### src/rtl/mem_block_mover_if.sv
// Bus bundle for the block mover: transfer request, CPU-side memory request,
// and the data-memory port that the mover drives.
interface mem_block_mover_if #(
  parameter int DATA_WIDTH = 8,
  parameter int ADDR_WIDTH = 8
);
  logic                  start;
  logic                  mode;
  logic [ADDR_WIDTH-1:0] srcAddr;
  logic [ADDR_WIDTH-1:0] dstAddr;
  logic [ADDR_WIDTH-1:0] length;
  logic [DATA_WIDTH-1:0] fillValue;
  logic [ADDR_WIDTH-1:0] cpuAddress;
  logic [DATA_WIDTH-1:0] cpuDataIn;
  logic                  cpuReadWrite;
  logic [DATA_WIDTH-1:0] memDataOut;
  logic [ADDR_WIDTH-1:0] memAddress;
  logic [DATA_WIDTH-1:0] memDataIn;
  logic                  memReadWrite;
  logic                  busy;
  logic                  done;

  modport master (
    output start, mode, srcAddr, dstAddr, length, fillValue,
    output cpuAddress, cpuDataIn, cpuReadWrite, memDataOut,
    input  memAddress, memDataIn, memReadWrite, busy, done
  );

  modport slave (
    input  start, mode, srcAddr, dstAddr, length, fillValue,
    input  cpuAddress, cpuDataIn, cpuReadWrite, memDataOut,
    output memAddress, memDataIn, memReadWrite, busy, done
  );
endinterface

### src/rtl/mem_block_mover.sv
// Byte-at-a-time copy/fill engine sitting in front of the data memory; the CPU
// request passes straight through whenever no transfer is running.
module mem_block_mover #(
  parameter int DATA_WIDTH = 8,
  parameter int ADDR_WIDTH = 8
) (
  input logic               clk,
  input logic               reset,
  mem_block_mover_if.slave  bus
);

  typedef enum logic [1:0] {IDLE, READ, WRITE, DONE} state_t;

  state_t                state;
  state_t                state_next;
  logic                  fill_mode;
  logic [ADDR_WIDTH-1:0] src_base;
  logic [ADDR_WIDTH-1:0] dst_base;
  logic [ADDR_WIDTH-1:0] count;
  logic [ADDR_WIDTH-1:0] index;
  logic [ADDR_WIDTH-1:0] index_inc;
  logic [DATA_WIDTH-1:0] fill_byte;
  logic [DATA_WIDTH-1:0] buffer;

  assign index_inc = index + 1'b1;

  always_ff @(posedge clk) begin
    if (reset) begin
      state     <= IDLE;
      fill_mode <= 1'b0;
      src_base  <= '0;
      dst_base  <= '0;
      count     <= '0;
      index     <= '0;
      fill_byte <= '0;
      buffer    <= '0;
    end else begin
      state <= state_next;
      case (state)
        IDLE: begin
          if (bus.start) begin
            fill_mode <= bus.mode;
            src_base  <= bus.srcAddr;
            dst_base  <= bus.dstAddr;
            count     <= bus.length;
            fill_byte <= bus.fillValue;
            index     <= '0;
          end
        end
        READ:    buffer <= bus.memDataOut;
        WRITE:   index  <= index_inc;
        default: ;
      endcase
    end
  end

  // The memory port is muxed to the CPU unless a byte is being moved; while
  // reset is asserted it is forced back to the CPU so an aborted transfer
  // cannot land one more write on the reset edge.
  always_comb begin
    state_next       = state;
    bus.memAddress   = bus.cpuAddress;
    bus.memDataIn    = bus.cpuDataIn;
    bus.memReadWrite = bus.cpuReadWrite;
    bus.busy         = 1'b0;
    bus.done         = 1'b0;
    case (state)
      IDLE: begin
        if (bus.start) begin
          if (bus.length == '0)  state_next = DONE;
          else if (bus.mode)     state_next = WRITE;
          else                   state_next = READ;
        end
      end
      READ: begin
        bus.busy         = 1'b1;
        bus.memAddress   = src_base + index;
        bus.memReadWrite = 1'b0;
        state_next       = WRITE;
      end
      WRITE: begin
        bus.busy         = 1'b1;
        bus.memAddress   = dst_base + index;
        bus.memDataIn    = fill_mode ? fill_byte : buffer;
        bus.memReadWrite = 1'b1;
        if (index_inc == count) state_next = DONE;
        else if (fill_mode)     state_next = WRITE;
        else                    state_next = READ;
      end
      DONE: begin
        bus.done   = 1'b1;
        state_next = IDLE;
      end
      default: state_next = IDLE;
    endcase
    if (reset) begin
      bus.memAddress   = bus.cpuAddress;
      bus.memDataIn    = bus.cpuDataIn;
      bus.memReadWrite = bus.cpuReadWrite;
    end
  end

endmodule

### src/flat_wrapper.sv
// flat-port wrapper written by rule: the top's interface ports become plain ports
module mem_block_mover_flat 
#(
  parameter int DATA_WIDTH = 8,
  parameter int ADDR_WIDTH = 8
)
  (clk, reset, bus_start, bus_mode, bus_srcAddr, bus_dstAddr, bus_length, bus_fillValue, bus_cpuAddress, bus_cpuDataIn, bus_cpuReadWrite, bus_memDataOut, bus_memAddress, bus_memDataIn, bus_memReadWrite, bus_busy, bus_done);
  mem_block_mover_if #(.DATA_WIDTH(DATA_WIDTH), .ADDR_WIDTH(ADDR_WIDTH)) bus_i ();
  input logic clk;
  input logic reset;
  input wire logic [$bits(bus_i.start)-1:0] bus_start;
  input wire logic [$bits(bus_i.mode)-1:0] bus_mode;
  input wire logic [$bits(bus_i.srcAddr)-1:0] bus_srcAddr;
  input wire logic [$bits(bus_i.dstAddr)-1:0] bus_dstAddr;
  input wire logic [$bits(bus_i.length)-1:0] bus_length;
  input wire logic [$bits(bus_i.fillValue)-1:0] bus_fillValue;
  input wire logic [$bits(bus_i.cpuAddress)-1:0] bus_cpuAddress;
  input wire logic [$bits(bus_i.cpuDataIn)-1:0] bus_cpuDataIn;
  input wire logic [$bits(bus_i.cpuReadWrite)-1:0] bus_cpuReadWrite;
  input wire logic [$bits(bus_i.memDataOut)-1:0] bus_memDataOut;
  output wire logic [$bits(bus_i.memAddress)-1:0] bus_memAddress;
  output wire logic [$bits(bus_i.memDataIn)-1:0] bus_memDataIn;
  output wire logic [$bits(bus_i.memReadWrite)-1:0] bus_memReadWrite;
  output wire logic [$bits(bus_i.busy)-1:0] bus_busy;
  output wire logic [$bits(bus_i.done)-1:0] bus_done;
  assign bus_i.start = bus_start;
  assign bus_i.mode = bus_mode;
  assign bus_i.srcAddr = bus_srcAddr;
  assign bus_i.dstAddr = bus_dstAddr;
  assign bus_i.length = bus_length;
  assign bus_i.fillValue = bus_fillValue;
  assign bus_i.cpuAddress = bus_cpuAddress;
  assign bus_i.cpuDataIn = bus_cpuDataIn;
  assign bus_i.cpuReadWrite = bus_cpuReadWrite;
  assign bus_i.memDataOut = bus_memDataOut;
  assign bus_memAddress = bus_i.memAddress;
  assign bus_memDataIn = bus_i.memDataIn;
  assign bus_memReadWrite = bus_i.memReadWrite;
  assign bus_busy = bus_i.busy;
  assign bus_done = bus_i.done;
  mem_block_mover #(.DATA_WIDTH(DATA_WIDTH), .ADDR_WIDTH(ADDR_WIDTH)) u_core (.clk(clk), .reset(reset), .bus(bus_i));
endmodule
### config.mk
export PLATFORM = sky130hd
export DESIGN_NAME = mem_block_mover_flat
export DESIGN_NICKNAME = d
export VERILOG_FILES = /design/src/rtl/mem_block_mover_if.sv /design/src/rtl/mem_block_mover.sv /design/src/flat_wrapper.sv
export SDC_FILE = /design/constraint.sdc
export NUM_CORES = 1
export LEC_CHECK = 0
export ABC_AREA = 1
export CAP_MARGIN = 0
export CORE_MARGIN = 4
export CORE_UTILIZATION = 40
export DETAILED_ROUTE_END_ITERATION = 16
export GPL_ROUTABILITY_DRIVEN = 1
export PLACE_DENSITY_LB_ADDON = 0.08
export SYNTH_ARGS = -nofsm -noshare
export SYNTH_HDL_FRONTEND = slang
export SYNTH_SLANG_ARGS = --single-unit
### constraint.sdc
create_clock -name clk -period 3.3 [get_ports clk]
set_input_delay 0.825 -clock clk [delete_from_list [all_inputs] [get_ports clk]]
set_output_delay 0.825 -clock clk [all_outputs]
set_load 0.02 [all_outputs]
### Word level (Yosys, flattened, before mapping)

Index checks and enable logic that the tools add are counted.

* reductions and logical operators: 6
* add/sub/neg operators: 3
* muxes and demuxes: 17
* eq/ne operators: 5

Operators with widths (number)
* $mux W8: 5
* $pmux W8 S2: 2
* $add A8 B8 Y8: 2
* $mux W2: 5
* $add A8 B1 Y8 const B: 1
* $eq A8 B8 Y1: 1
* $logic_not A8 Y1: 1
* $pmux W2 S4: 1
* $eq A2 B2 Y1 const B: 2
* $reduce_and A2 Y1: 2
* $mux W1: 3
* $eq A2 B1 Y1 const B: 1
* $logic_not A2 Y1: 1
* $ne A2 B2 Y1 const B: 1
* $pmux W1 S2: 1
* $reduce_bool A2 Y1: 1
* $reduce_or A2 Y1: 1

* output and inout port bits: 19
* bits in registers: 51

### Longest topological paths before layout

Gate-level depths: netlist of the first run.

* depth after elaboration: 4
* mapped depth: 18
* gate-level depth less buffers: 16

### Worst setup path after synthesis of the first run

No wires, ideal clock.

* kind: register to output
* start point: register u_core.state[0]
* end point: output port bus_memAddress[6]
* path slack: 0.106 ns
* required time: 2.475 ns
* cell stages (with the launch flop): 19
* data arrival time: 2.369 ns
* path buffers: 2
* path through: dfxtp_1 > inv_1 > ha_1 > buf_2 > inv_1 > buf_4 > nand2_1 > nand2_1 > ha_1 > fa_1 > nand3_1 > nand3_1 > nand2_1 > nand2_1 > a21oi_1 > xor2_1 > nand2_1 > o21ai_0 > inv_1

* cells in the longest elaborated chain, start to end: 3
* elaborated cells on any way between the ends: 4
* classes of those cells: eq/ne (2); mux (2)

Ends and longest elaborated chain
* start, declared: RTL line mem_block_mover.sv:14 `state_t state;`
* start signal, assigned: RTL line mem_block_mover.sv:38 `state <= state_next;`
* $eq A2 B2 Y1 / $eq A2 B1 Y1 (equally long branches): RTL line mem_block_mover.sv:67 `case (state)`
* $pmux W8 S2 (*): RTL line mem_block_mover.sv:67
* $mux W8 (*): RTL line mem_block_mover.sv:96 `if (reset) begin`
* end, declared: RTL line flat_wrapper.sv:21 `output wire logic [$bits(bus_i.memAddress)-1:0] bus_memAddress;`

Mark *: on every way between the ends. The rest lies on a longest branch, timed or not.

### Worst setup path after layout of the first run

Same ends and word-level chain as after synthesis.

==> results.txt, run 1 <==
- Run status: finished with violations
* Violated checks: negative setup slack
- Launching element type of the critical path: flop
* Static leakage: between 1.5 and 2 nW
- Along the worst path, the maximum fanout reaches 5.
* Class of the tightest hold or removal check: reg -> reg
- Kind of critical path: reg -> out
- Highest achievable clock rate: 299.9 MHz
* Share of synthesized flip-flops with an asynchronous set or reset: 0%
- Final core occ: 60.77%
* Total standard cell area after synthesis: 2849 um2
* Crit path max-delay family: adder cells
* Final Cycle Share: 101.1%
- The hold violation count in the final report came to 0.
- Total global routing overflow: 0
* Worst setup margin: -0.03496 ns
* Number of CTS-inserted buffers: 5
- Most repeated library cell on the critical path: sky130_fd_sc_hd__nand2_2
* Post-Route WL: 7.850 mm
- The count of buffers added on input and output ports is 79.
* Dominant cell type by area after synthesis: sky130_fd_sc_hd__dfxtp_1
- MaxCap Viol Count: 0
- After synthesis, flip-flops and latches occupy between 30% and 40% of the total area.
* H-tree depth: 2
* Per-instance average area after synthesis: 6.505 um2
* Time the worst path needs with I/O delays and setup: 3.335 ns
- Yosys printed 0 warnings.
- Detail Placement HPWL: 5.867 mm
- Most used standard cells in the synthesized netlist: sky130_fd_sc_hd__nand2_1, sky130_fd_sc_hd__nor2_1, sky130_fd_sc_hd__o21ai_0
- Critical Path RT: 2.47 ns
- Top cells by area, synth: sky130_fd_sc_hd__dfxtp_1, sky130_fd_sc_hd__nand2_1, sky130_fd_sc_hd__nor2_1
- Across the VDD grid, the largest voltage drop is 0.1903 mV.
- The congestion estimate from routability-driven global placement came to 0.8784.
* Critical path, cell by cell: inv_2, ha_4, inv_4, nand2_2, nand2_2, ha_4, fa_2, nand3_2, nand3_2, nand2_2, nand2_2, a21oi_2, xor2_1, nand2_1, o21ai_1, inv_1, buf_6
* Maximum buffer depth of the clock tree: 2
- Final total negative setup slack: -0.03496 ns
* Skew-Pair Late Insertion Delay: 0.31 ns
- The die is 92.40 um wide.
- Layout filler cell count: 684
- The first global-routing pass estimated 13.09 mm of wire.
- Share of cells above drive strength 1: around 16%
* GRT Total Usage: between 10% and 20%
* TritonCTS clock tree: built
- Antenna diode count: 0
* Clk_skew: 0.005758 ns
- After detailed placement, the total cell area comes to 3900 um2.
- Synth cell types: 28
* Hold slack final: between 0.4 and 0.5 ns
* Cell total after placement: around 630
- In this run the vertical extent of the chip is roughly 90 um.
- At the pin with the least slew margin, the transition time is 0.5526 ns.
* Number of non-filler instances in the completed layout: 639
- STA classifies the critical path endpoint as an output port.
- Clock tree synthesis selected as its root buffer the cell sky130_fd_sc_hd__clkbuf_8.
- Setup slack, reg-to-reg: 1.39 ns
- In this run the tightest slew margin relative to its limit is 63.02%.
* Unrepaired setup endpoints after global routing: yes
- Detailed routing inserted a total of 3,088 vias.
- Number of I/O pins: 80
* Share of the synthesized area in the top cell type: approximately 36%
* Floorplan row count: 30
- Counting every net in the synthesized netlist gives 512.
* Nets: 616
- The number of global-route vias before repair is 2,982.
* Yosys reg bits: 51
- The floorplan step defined a die boundary enclosing 8537 um2.
* First-pass detailed-route iteration total: 4
* Clock-pin slew on the worst setup and hold paths: ~0.1 ns
- Iteration-0 DRC count of the detailed router: approximately 100
* Antenna violations before repair: 0
* Final antenna-violating net count: 0
- TritonCTS Sinks: just over 50
- Number of hold buffers added after cts: 0
* DRC violations left: 0
* Cell with the most instances after synthesis: sky130_fd_sc_hd__nand2_1
* Number of buffer and inverter instances along the worst setup path: 4
- Counting flops with a built-in enable in the synthesized netlist gives 0.
* Finish-stage setup viols: 1
- In this run the power density over the cells is just under 400 nW/um2.
* Detailed-route wire length per cell: 12.28 um
- Final number of max-transition violations: 0
- Data arrival time at the worst-slack endpoint: 2.51 ns
- Largest net degree at the start of global routing: between 40 and 50
- Area of the core: 6869 um2
- Primary FF master, synth: sky130_fd_sc_hd__dfxtp_1
- Slowest stage delay, CP: 0.38 ns
* Final instance area: 4174 um2
- From synthesis to final layout, the design area changed by 46.51%.
- Number of cells produced by synthesis: 438
- For this design, the slowest cell found on the critical path is sky130_fd_sc_hd__fa_2.
- Starting utilization of the core area: 41.48%
- Vias per std cell: 4.833
[power by group]
| group | leakage [nW] | switching, mW | internal (mW) |
|---|---|---|---|
| Sequential | 0.421 | 0.0445 | 0.684 |
| Combinational | 1.35 | 0.285 | 0.252 |
| Clock | 0.0463 | 0.228 | 0.156 |
[kinds of logic (layout without fill, tap and decap cells)]
kind of cell	after synthesis	count (layout)	share of synthesized area [%]
DFF	51	51	35.84
AOI/OAI and AO/OA	89	89	16.47
xor gates and xnor gates	5	5	1.537
and+or+nand+nor	229	229	32.98
adders and majority gates	13	13	5.973
buffers and inverters	51	156	7.202
[cells in the final DEF (no fill, tap or decap), types with 2 or more instances in the layout]
| cell | count |
|---|---|
| sky130_fd_sc_hd__a21oi_1 | 20 |
| sky130_fd_sc_hd__a21oi_2 | 5 |
| sky130_fd_sc_hd__a31oi_1 | 8 |
| sky130_fd_sc_hd__buf_4 | 33 |
| sky130_fd_sc_hd__buf_6 | 4 |
| sky130_fd_sc_hd__clkbuf_2 | 2 |
| sky130_fd_sc_hd__clkbuf_8 | 5 |
| sky130_fd_sc_hd__clkdlybuf4s50_1 | 62 |
| sky130_fd_sc_hd__dfxtp_1 | 49 |
| sky130_fd_sc_hd__dfxtp_2 | 2 |
| sky130_fd_sc_hd__dlygate4sd2_1 | 6 |
| sky130_fd_sc_hd__dlymetal6s2s_1 | 6 |
| sky130_fd_sc_hd__ha_1 | 6 |
| sky130_fd_sc_hd__ha_4 | 6 |
| sky130_fd_sc_hd__inv_1 | 29 |
| sky130_fd_sc_hd__inv_2 | 2 |
| sky130_fd_sc_hd__nand2_1 | 95 |
| sky130_fd_sc_hd__nand2_2 | 10 |
| sky130_fd_sc_hd__nand3_1 | 26 |
| sky130_fd_sc_hd__nand3_2 | 4 |
| sky130_fd_sc_hd__nor2_1 | 88 |
| sky130_fd_sc_hd__nor2_4 | 3 |
| sky130_fd_sc_hd__o21ai_0 | 50 |
| sky130_fd_sc_hd__o21ai_1 | 3 |
| sky130_fd_sc_hd__xor2_1 | 4 |
[metrics by stage]
step / power, mW / setup slack [ns]
floorplan: 1.022 / 0.1060
global placement: 1.251 / -0.1972
detailed placement: 1.259 / -0.2464
CTS: 1.651 / -0.02513
global route: 1.762 / -0.2229
finish: 1.649 / -0.03496
[per-layer routing]
metal / vias up / track usage (%) / wire length, um
li1: 1628 / - / -
met1: 1399 / 22.41 / 3488
met2: 53 / 33.47 / 3983
met3: 8 / 3.737 / 310
met4: 0 / 4.332 / 68
met5: - / 0 / 0
[area by class of cell]
class	instances	area (um2)	area share (%)
clock inverter	3	27.53	0.6595
sequential	51	1023	24.52
inverter	34	131.4	3.147
multi-input combinational	336	1747	41.85
timing repair buffer	114	1056	25.30
clock buffer	5	68.82	1.649
tap	96	120.1	2.878
[worst register-to-register path, stage by stage, from the launching register on]
cell	delay [ns]
sky130_fd_sc_hd__dfxtp_2	0.38
sky130_fd_sc_hd__buf_4	0.12
sky130_fd_sc_hd__inv_1	0.06
sky130_fd_sc_hd__ha_1	0.23
sky130_fd_sc_hd__nand2_1	0.27
sky130_fd_sc_hd__inv_1	0.10
sky130_fd_sc_hd__nor2_1	0.44
sky130_fd_sc_hd__nand2_1	0.10
sky130_fd_sc_hd__a21oi_1	0.16
[timing repair]
item / CTS / global route
pin swaps: 6 / 9
cloned: 0 / 0
endpoints found under the setup margin: 13 / 11
gates resized for setup: 40 / 29
buffers inserted: 4 / 2
[worst paths after layout]
check,from,to,cells past startpoint
worst max-delay path,u_core.state[0],bus_memAddress[6],17
worst min-delay path,u_core.count[6],u_core.count[6],2
worst max register to register,u_core.state[1],u_core.index[7],8
worst min register to register,u_core.count[6],u_core.count[6],2
[flip-flops by register name (all words and copies together), names as in the netlist]
name / cells
u_core.state: 2
u_core.count: 8
u_core.fill_mode: 1
u_core.dst_base: 8
u_core.buffer: 8
u_core.fill_byte: 8
u_core.index: 8
u_core.src_base: 8
Power figures use the tool's default switching activity.
==> run 2: changes to the inputs <==
Settings changed: REMOVE_ABC_BUFFERS from default to 1.
Clock period 3.3 ns to 3 ns, I/O delays scaled along.
==> results.txt, run 2 (synthesized netlist as in run 1, its figures left out) <==
- Power per unit of standard cell area: 437.4 nW/um2 (was 395.1 nW/um2)
- Time the worst path needs with I/O delays and setup: 3.194 ns
* Via count of the first global-routing pass: 2,848 (was 2,982)
- The post-synthesis to final-layout area growth was 49.28% (was 46.51%).
* Kind of critical path: reg -> out (unchanged)
- The overall power is 1.860 mW (was 1.649 mW).
- Cell total after placement: 626 (was 625)
- The logic depth of the worst register-to-register path is 8 (unchanged).
- Class of the tightest hold or removal check: reg -> reg (unchanged)
- The core area is 6869 um2 (unchanged).
- Number of instances on the worst hold path: 2 (unchanged)
- Floorplan row count: 30 (unchanged)
* Final core occ: 61.91% (was 60.77%)
* Commonest cells after routing, fill and taps aside: sky130_fd_sc_hd__nor2_1, sky130_fd_sc_hd__nand2_1, sky130_fd_sc_hd__clkdlybuf4s50_1, sky130_fd_sc_hd__dfxtp_1, sky130_fd_sc_hd__o21ai_0 (was sky130_fd_sc_hd__nand2_1, sky130_fd_sc_hd__nor2_1, sky130_fd_sc_hd__clkdlybuf4s50_1, sky130_fd_sc_hd__o21ai_0, sky130_fd_sc_hd__dfxtp_1)
- The DRC violations left was 0 (unchanged).
- The amount of wire on met3 after detailed routing came to 482 um (was 310 um).
- Violated checks: negative setup slack (unchanged)
- The critical register-to-register path startpoint is u_core.state[1] (unchanged).
- Maximum net fanout on the critical path: 5 (unchanged)
- The net count of the finished layout is 615 (was 616).
* Detailed-route wire length per cell: 12.78 um (was 12.28 um)
- Number of I/O pins: 80 (unchanged)
- Routed met1 length: 3.644 mm (was 3.488 mm)
- The die outline height came to 92.40 um (unchanged).
- The max-cap violation count came to 0 (unchanged).
* Port bufs: 79 (unchanged)
* Worst vdd rail ir drop: 0.2301 mV (was 0.1903 mV)
- The total global routing track utilization came to 18.91% (was 18.52%).
* Setup slack, reg-to-reg: 1.11 ns (was 1.39 ns)
* Final Cycle Share: 106.5%
- Maximum buffer depth of the clock tree: 2 (unchanged)
* WHS Endpoint: u_core.count[4] (was u_core.count[6])
- Finish-stage setup viols: 4 (was 1)
- Antenna diode count: 0 (unchanged)
- Static leakage: 1.803 nW (was 1.814 nW)
- Unrepaired setup endpoints after global routing: yes (unchanged)
- The number of hold-repair buffers added at the cts stage came to 0 (unchanged).
* Minimum setup slack after placement: -0.4906 ns (was -0.2464 ns)
* Share of cells above drive strength 1: 19.93% (was 15.65%)
- The number of iterations in the first detailed-routing pass was 4 (unchanged).
- Rel. slew slack: 60.55% (was 63.02%)
* Starting utilization of the core area: 41.48% (unchanged)
- The total routed wirelength is 8.152 mm (was 7.850 mm).
- The worst clock skew came to 0.01336 ns (was 0.005758 ns).
- The wire length of the first global-routing pass came to 13.16 mm (was 13.09 mm).
- The endpoint of the most critical register-to-register path is u_core.index[1] (was u_core.index[7]).
* Total global routing overflow: 0 (unchanged)
- Slew at the pin with the worst max-slew slack: 0.5896 ns (was 0.5526 ns)
- Highest achievable clock rate: 313.1 MHz
* Hold path start: u_core.count[4] (was u_core.count[6])
- The highest routing layer actually used is met4 (unchanged).
- Number of CTS-inserted buffers: 5 (unchanged)
- H-tree depth: 2 (unchanged)
* Final number of max-transition violations: 0 (unchanged)
- The clock net sink count was 51 (unchanged).
- The minimum setup slack in the final design was -0.1939 ns (was -0.03496 ns).
- The count of nets left with antenna violations after detail routing is 0 (unchanged).
* Largest net degree at the start of global routing: 44 (unchanged)
- Clock tree root driver cell: sky130_fd_sc_hd__clkbuf_8 (unchanged)
- The die area was 8537 um2 (unchanged).
- The hold violation count in the final report came to 0 (unchanged).
- The final RePlAce weighted congestion is 0.8806 (was 0.8784).
* Iteration-0 DRC count of the detailed router: 113 (was 104)
* Run status: finished with violations (unchanged)
- TritonCTS clock tree: built (unchanged)
- The clock transition at the registers of the reported paths was 0.11 ns (was 0.10 ns).
- The average vias per placed instance came to 4.839 (was 4.833).
- The sum of net half-perimeters after detailed placement is 5.966 mm (was 5.867 mm).
- The initial antenna violation count was 0 (unchanged).
* Die Wd: 92.40 um (unchanged)
- The category of the worst setup path capture point was an output port (unchanged).
* Met2 routed WL: 3.911 mm (was 3.983 mm)
- Data arrival time at the worst-slack endpoint: 2.44 ns (was 2.51 ns)
* Number of non-filler instances in the completed layout: 638 (was 639)
* Launching element type of the critical path: flop (unchanged)
- Skew-Pair Late Insertion Delay: 0.31 ns (about the same)
- Critical Path RT: 2.25 ns (was 2.47 ns)
- Total vias in the final route: 3,087 (was 3,088)
- The commonest non-fill, non-tap cell in the layout is sky130_fd_sc_hd__nor2_1 (was sky130_fd_sc_hd__nand2_1).
## run 2: changes by cell type in the layout (fill, tap and decap cells not counted), moves of 6 or more
cell | previous run | this run
sky130_fd_sc_hd__nand2_2 | 10 | 16
sky130_fd_sc_hd__dlymetal6s2s_1 | 6 | 0
sky130_fd_sc_hd__nand2_4 | 0 | 7
sky130_fd_sc_hd__nand2_1 | 95 | 82
## run 2: per-layer routing
layer	global-route usage [%]	up-vias
li1	-	1624
met1	23.78	1382
met2	32.15	71
met3	4.549	10
met4	5.322	0
met5	0	-
## run 2: final cells by class
class / count / area (um2)
Fill cell: 636 / 2616
Timing Repair Buffer: 113 / 1025
Clock inverter: 3 / 27.53
Inverter: 34 / 131.4
Sequential cell: 51 / 1023
Tap cell: 96 / 120.1
Multi-Input combinational cell: 336 / 1857
Clock buffer: 5 / 68.82
## run 2: through the flow
step	hold slack (ns)	area (um2)	setup TNS (ns)
after floorplan	0.4466	2771	-0.1627
after global placement	0.4655	3908	-3.915
after detailed placement	0.4692	3908	-4.014
after CTS	0.4852	4208	-0.3328
after global routing	0.5096	4253	-1.022
final	0.4824	4253	-0.4386
## run 2: what timing repair did
item / 4_1_cts / 5_1_grt
buffers inserted: 4 / 1
pin swaps: 24 / 17
hold endpoints to repair: 0 / 0
resized for setup: 94 / 37
setup endpoints to repair: 17 / 15
## run 2: worst max-delay path by stage
stage	from	end	cells past startpoint
final	u_core.state[0]	bus_memAddress[6]	17
after global routing	u_core.state[0]	bus_memAddress[6]	17
after CTS	u_core.state[0]	bus_memAddress[6]	17
after detailed placement	u_core.state[0]	bus_memAddress[6]	17
after global placement	u_core.state[0]	bus_memAddress[6]	17
after floorplan	u_core.state[0]	bus_memAddress[6]	16
## run 2: power breakdown
| part | internal (mW) | total [mW] | leakage (nW) | switching, mW |
|---|---|---|---|---|
| Combinational | 0.293 | 0.632 | 1.34 | 0.338 |
| Sequential | 0.752 | 0.802 | 0.421 | 0.0497 |
| Clock | 0.172 | 0.427 | 0.0463 | 0.255 |
| Total | 1.22 | 1.86 | 1.80 | 0.643 |
## run 2: critical path, stage by stage (launching register included)
cell and delay [ns]:
sky130_fd_sc_hd__dfxtp_2 0.35, sky130_fd_sc_hd__inv_2 0.05, sky130_fd_sc_hd__ha_4 0.17, sky130_fd_sc_hd__buf_4 0.14, sky130_fd_sc_hd__buf_6 0.13, sky130_fd_sc_hd__nand2_4 0.06
sky130_fd_sc_hd__nand2_4 0.06, sky130_fd_sc_hd__ha_4 0.26, sky130_fd_sc_hd__nand2_1 0.09, sky130_fd_sc_hd__nand3_2 0.09, sky130_fd_sc_hd__nand2_2 0.08, sky130_fd_sc_hd__nand2_2 0.05
sky130_fd_sc_hd__a21oi_2 0.12, sky130_fd_sc_hd__xor2_1 0.15, sky130_fd_sc_hd__nand2_1 0.06, sky130_fd_sc_hd__o21ai_1 0.06, sky130_fd_sc_hd__inv_1 0.06, sky130_fd_sc_hd__buf_6 0.12
